## src/rtl/timer_pkg.sv

```systemverilog
// Shared definitions for the APB compare timer: register map, bit positions,
// prescaler select encoding and small helpers.
package timer_pkg;

  // Register byte offsets
  localparam int unsigned REG_TCR  = 0;
  localparam int unsigned REG_TSR  = 1;
  localparam int unsigned REG_TIER = 2;
  localparam int unsigned REG_TDR  = 4;
  localparam int unsigned REG_TCMP = 8;
  localparam int unsigned REG_TCNT = 12;

  // TCR bit positions
  localparam int unsigned TCR_LOAD = 7;
  localparam int unsigned TCR_POL  = 6;
  localparam int unsigned TCR_DW   = 5;
  localparam int unsigned TCR_EN   = 4;
  localparam int unsigned TCR_CLR  = 3;

  // TSR bit positions
  localparam int unsigned TSR_OVF = 0;
  localparam int unsigned TSR_UDF = 1;
  localparam int unsigned TSR_CMP = 2;

  // Prescaler counter width (largest divisor is 16)
  localparam int unsigned PRE_W = 4;

  typedef enum logic [1:0] {
    CLK_DIV2  = 2'b00,
    CLK_DIV4  = 2'b01,
    CLK_DIV8  = 2'b10,
    CLK_DIV16 = 2'b11
  } clk_sel_t;

  // Stored TCR fields (load is a strobe and is not stored)
  typedef struct packed {
    logic     dw;
    logic     en;
    logic     clr;
    clk_sel_t sel;
  } tcr_t;

  // Terminal prescaler count for each divisor
  function automatic logic [PRE_W-1:0] div_last(input clk_sel_t sel);
    logic [PRE_W-1:0] last;
    case (sel)
      CLK_DIV2:  last = PRE_W'(1);
      CLK_DIV4:  last = PRE_W'(3);
      CLK_DIV8:  last = PRE_W'(7);
      default:   last = PRE_W'(15);
    endcase
    return last;
  endfunction

  // Byte lane extraction from a 32-bit little-endian word
  function automatic logic [7:0] byte_of(input logic [31:0] word, input logic [1:0] lane);
    logic [7:0] b;
    case (lane)
      2'd0:    b = word[7:0];
      2'd1:    b = word[15:8];
      2'd2:    b = word[23:16];
      default: b = word[31:24];
    endcase
    return b;
  endfunction

endpackage

```

## src/rtl/timer_prescaler.sv

```systemverilog
// Prescaler for the compare timer: emits a one-cycle tick every 2/4/8/16 clocks.
module timer_prescaler
  import timer_pkg::*;
(
  input  logic     pclk,
  input  logic     presetn,
  input  logic     en,
  input  clk_sel_t clk_sel,
  input  logic     restart,
  output logic     tick
);

  logic [PRE_W-1:0] pre;

  // Divide counter; held at zero while disabled or on restart
  always_ff @(posedge pclk or negedge presetn) begin
    if (!presetn) begin
      pre  <= '0;
      tick <= 1'b0;
    end else if (!en || restart) begin
      pre  <= '0;
      tick <= 1'b0;
    end else if (pre == div_last(clk_sel)) begin
      pre  <= '0;
      tick <= 1'b1;
    end else begin
      pre  <= pre + PRE_W'(1);
      tick <= 1'b0;
    end
  end

endmodule

```

## src/rtl/apb_timer_cmp.sv

```systemverilog
// APB slave up/down timer with load, compare match/clear, status flags and
// maskable interrupt. Optional PWM output when TIMER_PWM_EN is defined.
module apb_timer_cmp
  import timer_pkg::*;
#(
  parameter int unsigned CNT_WIDTH  = 8,
  parameter int unsigned ADDR_WIDTH = 8
) (
  input  logic                  pclk,
  input  logic                  presetn,
  input  logic                  psel,
  input  logic                  penable,
  input  logic                  pwrite,
  input  logic [ADDR_WIDTH-1:0] paddr,
  input  logic [7:0]            pwdata,
  output logic [7:0]            prdata,
  output logic                  pready,
  output logic                  pslverr,
  output logic                  irq
`ifdef TIMER_PWM_EN
  ,
  output logic                  pwm_out
`endif
);

  localparam int unsigned NB = CNT_WIDTH / 8;

  tcr_t                 tcr, tcr_d;
  logic [2:0]           tsr, tsr_d, flag_set;
  logic [2:0]           tier, tier_d;
  logic [CNT_WIDTH-1:0] tdr, tdr_d, tcmp, tcmp_d, cnt, cnt_d;
  logic [23:0]          shadow, shadow_d;
  logic                 irq_d;
  logic [31:0]          cnt_ext;
  logic [7:0]           rd_data, tcr_rd;
  logic                 tick, step, load_c, restart_c;
`ifdef TIMER_PWM_EN
  logic                 pol, pol_d, pwm_d;
`endif

  // Address decode
  logic       acc, wr, rd, hi_zero, unmapped;
  logic       sel_tcr, sel_tsr, sel_tier, sel_tdr, sel_tcmp, sel_tcnt;
  logic [3:0] off;
  logic [1:0] lane;

  assign acc      = psel & penable;
  assign wr       = acc & pwrite;
  assign rd       = acc & ~pwrite;
  assign off      = paddr[3:0];
  assign lane     = off[1:0];
  assign hi_zero  = (paddr >> 4) == '0;
  assign sel_tcr  = hi_zero & (off == 4'(REG_TCR));
  assign sel_tsr  = hi_zero & (off == 4'(REG_TSR));
  assign sel_tier = hi_zero & (off == 4'(REG_TIER));
  assign sel_tdr  = hi_zero & (off[3:2] == 2'(REG_TDR >> 2));
  assign sel_tcmp = hi_zero & (off[3:2] == 2'(REG_TCMP >> 2));
  assign sel_tcnt = hi_zero & (off[3:2] == 2'(REG_TCNT >> 2));
  assign unmapped = ~hi_zero | (off == 4'd3);
  assign cnt_ext  = 32'(cnt);

  assign pready   = 1'b1;
  assign pslverr  = acc & (unmapped | (pwrite & sel_tcnt));
  assign prdata   = rd ? rd_data : 8'h00;

  timer_prescaler u_prescaler (
    .pclk    (pclk),
    .presetn (presetn),
    .en      (tcr.en),
    .clk_sel (tcr.sel),
    .restart (restart_c),
    .tick    (tick)
  );

`ifdef TIMER_PWM_EN
  assign tcr_rd = {1'b0, pol, tcr.dw, tcr.en, tcr.clr, 1'b0, tcr.sel};
`else
  assign tcr_rd = {2'b00, tcr.dw, tcr.en, tcr.clr, 1'b0, tcr.sel};
`endif

  // Read data mux; TCNT upper bytes come from the coherent-read shadow
  always_comb begin
    rd_data = 8'h00;
    if (hi_zero) begin
      case (off[3:2])
        2'd0: begin
          case (lane)
            2'd0:    rd_data = tcr_rd;
            2'd1:    rd_data = {5'b0, tsr};
            2'd2:    rd_data = {5'b0, tier};
            default: rd_data = 8'h00;
          endcase
        end
        2'd1:    rd_data = byte_of(32'(tdr), lane);
        2'd2:    rd_data = byte_of(32'(tcmp), lane);
        default: rd_data = (lane == 2'd0) ? cnt_ext[7:0] : byte_of({shadow, 8'h00}, lane);
      endcase
    end
  end

  // Next-state: counting, load, flags and register writes
  always_comb begin
    tcr_d     = tcr;
    tsr_d     = tsr;
    tier_d    = tier;
    tdr_d     = tdr;
    tcmp_d    = tcmp;
    cnt_d     = cnt;
    shadow_d  = shadow;
    flag_set  = '0;
    load_c    = wr & sel_tcr & pwdata[TCR_LOAD];
    restart_c = load_c | (wr & sel_tcr & (pwdata[1:0] != tcr.sel));
    step      = tick & tcr.en & ~load_c;
`ifdef TIMER_PWM_EN
    pol_d     = pol;
`endif

    if (step) begin
      if (cnt == tcmp) flag_set[TSR_CMP] = 1'b1;
      if (tcr.dw) begin
        if (cnt == '0) begin
          cnt_d             = '1;
          flag_set[TSR_UDF] = 1'b1;
        end else begin
          cnt_d = cnt - CNT_WIDTH'(1);
        end
      end else if (tcr.clr && (cnt == tcmp)) begin
        cnt_d = '0;
      end else if (cnt == '1) begin
        cnt_d             = '0;
        flag_set[TSR_OVF] = 1'b1;
      end else begin
        cnt_d = cnt + CNT_WIDTH'(1);
      end
    end
    if (load_c) cnt_d = tdr;

    if (wr && sel_tsr) tsr_d = (tsr & pwdata[2:0]) | flag_set;
    else               tsr_d = tsr | flag_set;

    if (wr && sel_tier) tier_d = pwdata[2:0];

    if (wr && sel_tcr) begin
      tcr_d.dw  = pwdata[TCR_DW];
      tcr_d.en  = pwdata[TCR_EN];
      tcr_d.clr = pwdata[TCR_CLR];
      tcr_d.sel = clk_sel_t'(pwdata[1:0]);
`ifdef TIMER_PWM_EN
      pol_d     = pwdata[TCR_POL];
`endif
    end

    for (int unsigned b = 0; b < NB; b++) begin
      if (wr && sel_tdr && (lane == 2'(b)))  tdr_d[8*b +: 8]  = pwdata;
      if (wr && sel_tcmp && (lane == 2'(b))) tcmp_d[8*b +: 8] = pwdata;
    end

    if (rd && sel_tcnt && (lane == 2'd0)) shadow_d = cnt_ext[31:8];

    irq_d = |(tsr_d & tier_d);
`ifdef TIMER_PWM_EN
    pwm_d = tcr_d.en & ((cnt_d < tcmp_d) ^ pol_d);
`endif
  end

  // State registers
  always_ff @(posedge pclk or negedge presetn) begin
    if (!presetn) begin
      tcr     <= '0;
      tsr     <= '0;
      tier    <= '0;
      tdr     <= '0;
      tcmp    <= '0;
      cnt     <= '0;
      shadow  <= '0;
      irq     <= 1'b0;
`ifdef TIMER_PWM_EN
      pol     <= 1'b0;
      pwm_out <= 1'b0;
`endif
    end else begin
      tcr     <= tcr_d;
      tsr     <= tsr_d;
      tier    <= tier_d;
      tdr     <= tdr_d;
      tcmp    <= tcmp_d;
      cnt     <= cnt_d;
      shadow  <= shadow_d;
      irq     <= irq_d;
`ifdef TIMER_PWM_EN
      pol     <= pol_d;
      pwm_out <= pwm_d;
`endif
    end
  end

endmodule

```

## config.mk

```make
export PLATFORM = sky130hd
export DESIGN_NAME = apb_timer_cmp
export DESIGN_NICKNAME = d
export VERILOG_FILES = /design/src/rtl/timer_pkg.sv /design/src/rtl/timer_prescaler.sv /design/src/rtl/apb_timer_cmp.sv
export SDC_FILE = /design/constraint.sdc
export NUM_CORES = 1
export LEC_CHECK = 0
export ABC_AREA = 1
export BUFFER_PORTS_ARGS = -buffer_cell sky130_fd_sc_hd__buf_2
export CORE_MARGIN = 10
export CORE_UTILIZATION = 40
export CTS_BUF_LIST = sky130_fd_sc_hd__clkbuf_4 sky130_fd_sc_hd__clkbuf_8
export DETAILED_ROUTE_END_ITERATION = 8
export PLACE_DENSITY = 0.65
export SETUP_SLACK_MARGIN = 0.05
export SLEW_MARGIN = 10
export SYNTH_ARGS = -nofsm -noshare
export SYNTH_HDL_FRONTEND = slang
export SYNTH_SLANG_ARGS = --single-unit
```

## constraint.sdc

```tcl
create_clock -name pclk -period 1.6 [get_ports pclk]
set_clock_uncertainty 0.05 [all_clocks]
set_input_delay 0.24 -clock pclk [delete_from_list [all_inputs] [get_ports pclk]]
set_output_delay 0.24 -clock pclk [all_outputs]
set_load 0.02 [all_outputs]
```

Word-level counts from Yosys, hierarchy flattened --
Index checks and enable logic that the tools add are counted.
Word-level totals: register bits after elaboration 41, input port bits 21
Cells by class: reductions and logical operators 18, muxes and demuxes 28, equal/unequal tests 14, $add $sub $neg 3, bitwise logic cells 26
Operators with widths (number):
- 8-bit two-way mux | 11
- 8-bit one-hot mux with 3 select lines | 1
- 6-bit one-hot mux with 3 select lines | 1
- 1-bit AND | 16
- 8-bit zero test | 2
- 4-bit two-way mux | 3
- 4-bit one-hot mux with 3 select lines | 1
- 3-bit two-way mux | 3
- 8-bit by 1-bit adder with 8-bit output, second input constant | 1
- 2-bit == test, second input constant | 4
- 4-bit by 2-bit == test with 1-bit output, second input constant | 2
- 8-bit == test | 1
- 8-bit == test, second input constant | 1
- 1-bit logical AND | 8
- 1-bit two-way mux | 8
- 8-bit by 1-bit subtractor with 8-bit output, second input constant | 1
- 3-bit AND | 2
- 2-bit by 1-bit == test with 1-bit output, second input constant | 3
- 2-bit zero test | 3
- 3-bit bitwise OR | 2
- 4-bit by 1-bit adder with 4-bit output, second input constant | 1
- 4-bit by 1-bit == test with 1-bit output, second input constant | 1
- 4-bit == test | 1
- 4-bit zero test | 1
- other kinds (7) | 11

Longest topological paths before layout --
depth in word-level cells 11, depth in mapped cells 11, depth with buffers taken out 11

Hierarchy --
A second synthesis with hierarchy kept.
Second synthesis, totals: cells, all modules 395, area total of the unflattened synthesis 2768.9 sq um
Modules (own cells, without submodules):
- apb_timer_cmp | area an instance 2469.9 sq um, times used 1, cells each 354, seq. area each 900.9 sq um
- timer_prescaler | area an instance 299.0 sq um, times used 1, cells each 41, seq. area each 125.1 sq um

Least setup slack after synthesis --
No wires, ideal clock.
path kind input-to-output, from input port paddr[1], to output port prdata[6], slack -0.021 ns, stages on the path 5, data arrival time 1.331 ns, path through nor2_4 > inv_4 > nor2_8 > nand2_1 > a221oi_1
Between the ends: cells in the longest elaborated chain, start to end 5, elaborated cells on any way between the ends 7, those cells by class 6 x mux; 1 x reduce/logical
Ends and longest elaborated chain:
- start: declaration | line apb_timer_cmp.sv:14 | input logic [ADDR_WIDTH-1:0] paddr,
- 2-bit zero test * | line timer_pkg.sv:58, apb_timer_cmp.sv:96
- 8-bit two-way mux (on tied branches) | line apb_timer_cmp.sv:96, timer_pkg.sv:58
- 8-bit one-hot mux with 3 select lines * | line apb_timer_cmp.sv:85 | case (off[3:2])
- 8-bit two-way mux * | line apb_timer_cmp.sv:84 | if (hi_zero) begin
- 8-bit two-way mux * | line apb_timer_cmp.sv:64 | assign prdata = rd ? rd_data : 8'h00;
- end: declaration | line apb_timer_cmp.sv:16 | output logic [7:0] prdata,
Every way passes the cells marked *; elsewhere a longest branch is shown, timed or not.

Worst setup path in the final report --
from register cnt[6], to output port prdata[6]
Between the ends: cells in the longest elaborated chain, start to end 4
Ends and longest elaborated chain:
- start: declaration | line apb_timer_cmp.sv:31 | logic [CNT_WIDTH-1:0] tdr, tdr_d, tcmp, tcmp_d, cnt, cnt_d;
- start signal: assignment | line apb_timer_cmp.sv:187 | cnt <= cnt_d;
- 8-bit two-way mux | line apb_timer_cmp.sv:96 | default: rd_data = (lane == 2'd0) ? cnt_ext[7:0] : byte_of({shadow, 8'h00}, lane);
- 8-bit one-hot mux with 3 select lines | line apb_timer_cmp.sv:85
- 8-bit two-way mux | line apb_timer_cmp.sv:84
- 8-bit two-way mux | line apb_timer_cmp.sv:64
Every way passes these cells.

==> metrics.json <==
{
  "outcome": {
    "run_status": "complete, but fails checks",
    "failed_checks": "negative setup slack"
  },
  "worst_setup_path": {
    "regToRegStartpoint": "cnt[3]",
    "critical_path.reg2reg.endpoint": "irq",
    "critical_path_peak_fanout": 2,
    "worst_setup_path_end_kind": "primary output",
    "timing.critical_path.from_type": "flop",
    "cp.arrival_ns": 1.33,
    "worst_r2r_path_depth": 8,
    "reg2reg_slack_ns": -0.01,
    "cp_class": "flop to primary output",
    "worst-endpoint-required_ns": 1.31
  },
  "drt": {
    "total_detailed_routing_wirelength_mm": 9.16,
    "drcViolationCount": 0,
    "drt_iter0_drc": 264,
    "post_drt_via_cell_ratio": 5.09,
    "detail-route-antenna-nets": 0,
    "drt-wirelength-per-cell_microns": 14.8,
    "detailed_routing_iterations_pass_1": 5,
    "route.vias.total": 3145
  },
  "die": {
    "horizontal_die_dimension_microns": 104,
    "core_sq_um": 6790,
    "io_pins": 32,
    "fp.dieArea_sq_um": 10800,
    "initial_core_util": 0.413,
    "die_outline_height_microns": 104,
    "rows": 30
  },
  "yosys": {
    "synth_async_sr_flop_share": 1.00,
    "synth.top_cells.by_area": "dfrtp_1 37%, nand2_1 18%, inv_1 7.8%",
    "synth_area_per_inst_sq_um": 6.78,
    "post_synth_num_cell_types": 38,
    "synth_area_leader_cell": "dfrtp_1",
    "synth_ff_type": "dfrtp_1",
    "postSynthRegisterBits": 41,
    "netlist_instances": 414,
    "synth_largest_type_area_fraction": 0.366,
    "yosys_warnings": 0,
    "synth-seq-area-share": 0.366,
    "synth_enable_flop_cells": 0,
    "mappedNetlistNets": 439,
    "synthesized_cell_area_sq_um": 2810
  },
  "min_path": {
    "timing.hold.worst.start": "pwdata[6]",
    "hold_depth": 3,
    "whs_endpoint": "tcmp[6]",
    "worst_hold_check_path_type": "primary input to flop"
  },
  "timing": {
    "worst_setup_slack_after_layout_ns": -0.0200,
    "setup_repair_after_global_routing_missed_its_margin": "true",
    "tns_ns": -0.0351,
    "setup_violations": 4,
    "hold_violations": 0,
    "final_max_slew_viol_count": 0,
    "period_minus_slack_ns": 1.62,
    "final_min_period_over_clock_period": 1.01,
    "fmax_ghz": 0.617
  },
  "clocking": {
    "cts_buffers": 5,
    "clockBufferDepth": 2,
    "cts.htree.levels": 2,
    "cts.sinks": 41,
    "cts_root_buffer": "clkbuf_8",
    "clock_pin_slew_on_the_worst_setup_and_hold_paths_ns": 0.09,
    "cts_tree": "yes",
    "insertion_delay_ns": 0.30
  },
  "power": {
    "power.density_cell_area_nw_per_um2": 562,
    "p_comb_frac": 0.103,
    "seq_power_share": 0.461,
    "vdd_drop_max_uv": 604,
    "power.static_leakage_nw": 2.06,
    "total_power_w": 0.00229,
    "power.net_switching_w": 0.000532,
    "switching_share": 0.232,
    "clock_power_share": 0.436,
    "internal_dissipation_w": 0.00176
  },
  "final_layout": {
    "area_used_by_multi_input_combinational_logic_sq_um": 1720,
    "antenna_cells_inserted": 0,
    "final_nets": 546,
    "seqCellArea_sq_um": 1040,
    "area_growth_syn_to_layout_pct": 45.4,
    "fill_cell_count": 609,
    "layout-drive-gt1-share": 0.389
  },
  "global_route": {
    "grt_pass1_wl_mm": 14.9,
    "globalRouteTotalUtil": 0.165,
    "grt_max_degree": 25,
    "initial_antenna_violation_count": 0,
    "via_count_of_the_first_global_routing_pass": 3113,
    "globalRouteOverflowTotal": 0
  },
  "placement": {
    "buffer_ports.inserted": 30,
    "detailedPlacementHpwl_mm": 6.74,
    "gp_routability_congestion": 0.930
  },
  "job": {
    "maxCapViolations": 0
  }
}
[worst max-delay path: stages (launching register included)]
cell and delay (ns):
dfrtp_1 0.41, inv_2 0.06, buf_6 0.11, a221oi_2 0.26
buf_4 0.19
[flip-flops by register name, indices dropped and copies added (netlist names)]
signal	flops
tier	3
tdr	8
tcmp	8
u_prescaler.tick	1
tsr	3
cnt	8
irq	1
u_prescaler.pre	4
tcr	5
[synth_stat cells (2+ instances only)]
master / number
xor2_1: 6
nor2_2: 2
clkbuf_1: 3
a32oi_1: 5
buf_2: 4
inv_1: 58
nor2_4: 3
nand2_1: 138
a21oi_1: 11
ha_1: 4
a22oi_1: 2
a31oi_1: 4
nand2_2: 2
o21ai_0: 38
nor3_1: 4
nand4_1: 2
xnor2_1: 2
o221ai_1: 2
dfrtp_1: 41
nand3_1: 33
o211ai_1: 2
nor2_1: 31
nand3_2: 2
[repair_timing]
| item | CTS | global route |
|---|---|---|
| gates cloned | 1 | 0 |
| pin swaps | 24 | 25 |
| endpoints found under the hold margin | 17 | 0 |
| hold buffers | 1 | 0 |
| endpoints found under the setup margin | 19 | 18 |
| setup buffers | 15 | 8 |
| gates resized for setup | 66 | 39 |
[power groups by stage]
| stage | Clock (W) | Combinational (W) | Sequential, W |
|---|---|---|---|
| floorplan | 0 | 0.0000894 | 0.00107 |
| detailed placement | 0 | 0.000201 | 0.00108 |
| global route | 0.00106 | 0.000261 | 0.00106 |
| CTS | 0.00102 | 0.000224 | 0.00106 |
| global placement | 0 | 0.000199 | 0.00108 |
| finish | 0.000999 | 0.000237 | 0.00106 |
[cells by family (layout without fill, tap and decap cells)]
family / Yosys count / after routing / share of synthesized area
AO/OA/AOI/OAI: 69 / 69 / 0.142
XOR/XNOR: 8 / 8 / 0.0250
AND/OR/NAND/NOR: 222 / 223 / 0.351
flip-flops: 41 / 41 / 0.366
other: 1 / 1 / 0.00134
adder cells (fa/ha/maj): 4 / 4 / 0.0178
buffers and inverters: 69 / 176 / 0.0968
[placed cells by master (no fill, tap or decap), types with 2 or more instances in the layout]
cell,n
buf_12,3
a21oi_2,5
nor2_1,20
a21oi_1,6
nand3_2,8
o21ai_1,6
o21ai_0,32
bufinv_16,2
buf_4,73
a32oi_1,5
inv_1,40
clkbuf_8,5
buf_6,11
dfrtp_1,33
nor2_2,8
ha_1,2
nor3_1,3
dfrtp_2,8
o211ai_1,2
a31oi_1,4
buf_2,20
nand3b_4,2
nand2_2,14
nand4_1,2
nor2_4,8
ha_2,2
nand3_1,27
nand2_1,124
xor2_1,6
nand2_4,3
inv_2,19
[worst max path at each step]
stage / from / endpoint / slack (ns) / depth (start not counted)
after floorplan: paddr[7] / prdata[2] / 0.12 / 5
after global placement: paddr[7] / prdata[2] / -0.07 / 7
after detailed placement: paddr[7] / cnt[2] / -0.07 / 10
after CTS: tier[2] / prdata[2] / -0.02 / 5
after global routing: cnt[7] / cnt[4] / -0.11 / 10
final: cnt[6] / prdata[6] / -0.02 / 4
[per-layer routing]
metal	part of all wire	up-vias	wire, microns	GRT usage
li1	-	1549	-	-
met1	0.42	1485	3860	0.201
met3	0.050	20	461	0.0322
met2	0.51	91	4640	0.282
met5	0	-	0	0
met4	0.022	0	198	0.0557
[metrics by stage]
| stage | std cells | area (sq um) | setup WS (ns) | hold WS [ns] | util |
|---|---|---|---|---|---|
| after global routing | 618 | 4080 | -0.110 | 0.179 | 0.600 |
| after CTS | 610 | 3930 | -0.0241 | 0.155 | 0.578 |
| after detailed placement | 585 | 3470 | -0.0651 | 0.146 | 0.510 |
| after global placement | 585 | 3470 | -0.0668 | 0.148 | 0.510 |
| after floorplan | 414 | 2810 | 0.119 | -0.106 | - |
| final | 618 | 4080 | -0.0200 | 0.154 | 0.600 |
[layout make-up]
cell class | count | share of cell area
tap | 96 | 0.0295
timing repair buffer | 108 | 0.207
sequential | 41 | 0.254
multi-input combinational | 305 | 0.421
clock buffer | 5 | 0.0169
inverter | 60 | 0.0558
clock inverter | 3 | 0.0160
Power figures use the tool's default switching activity.
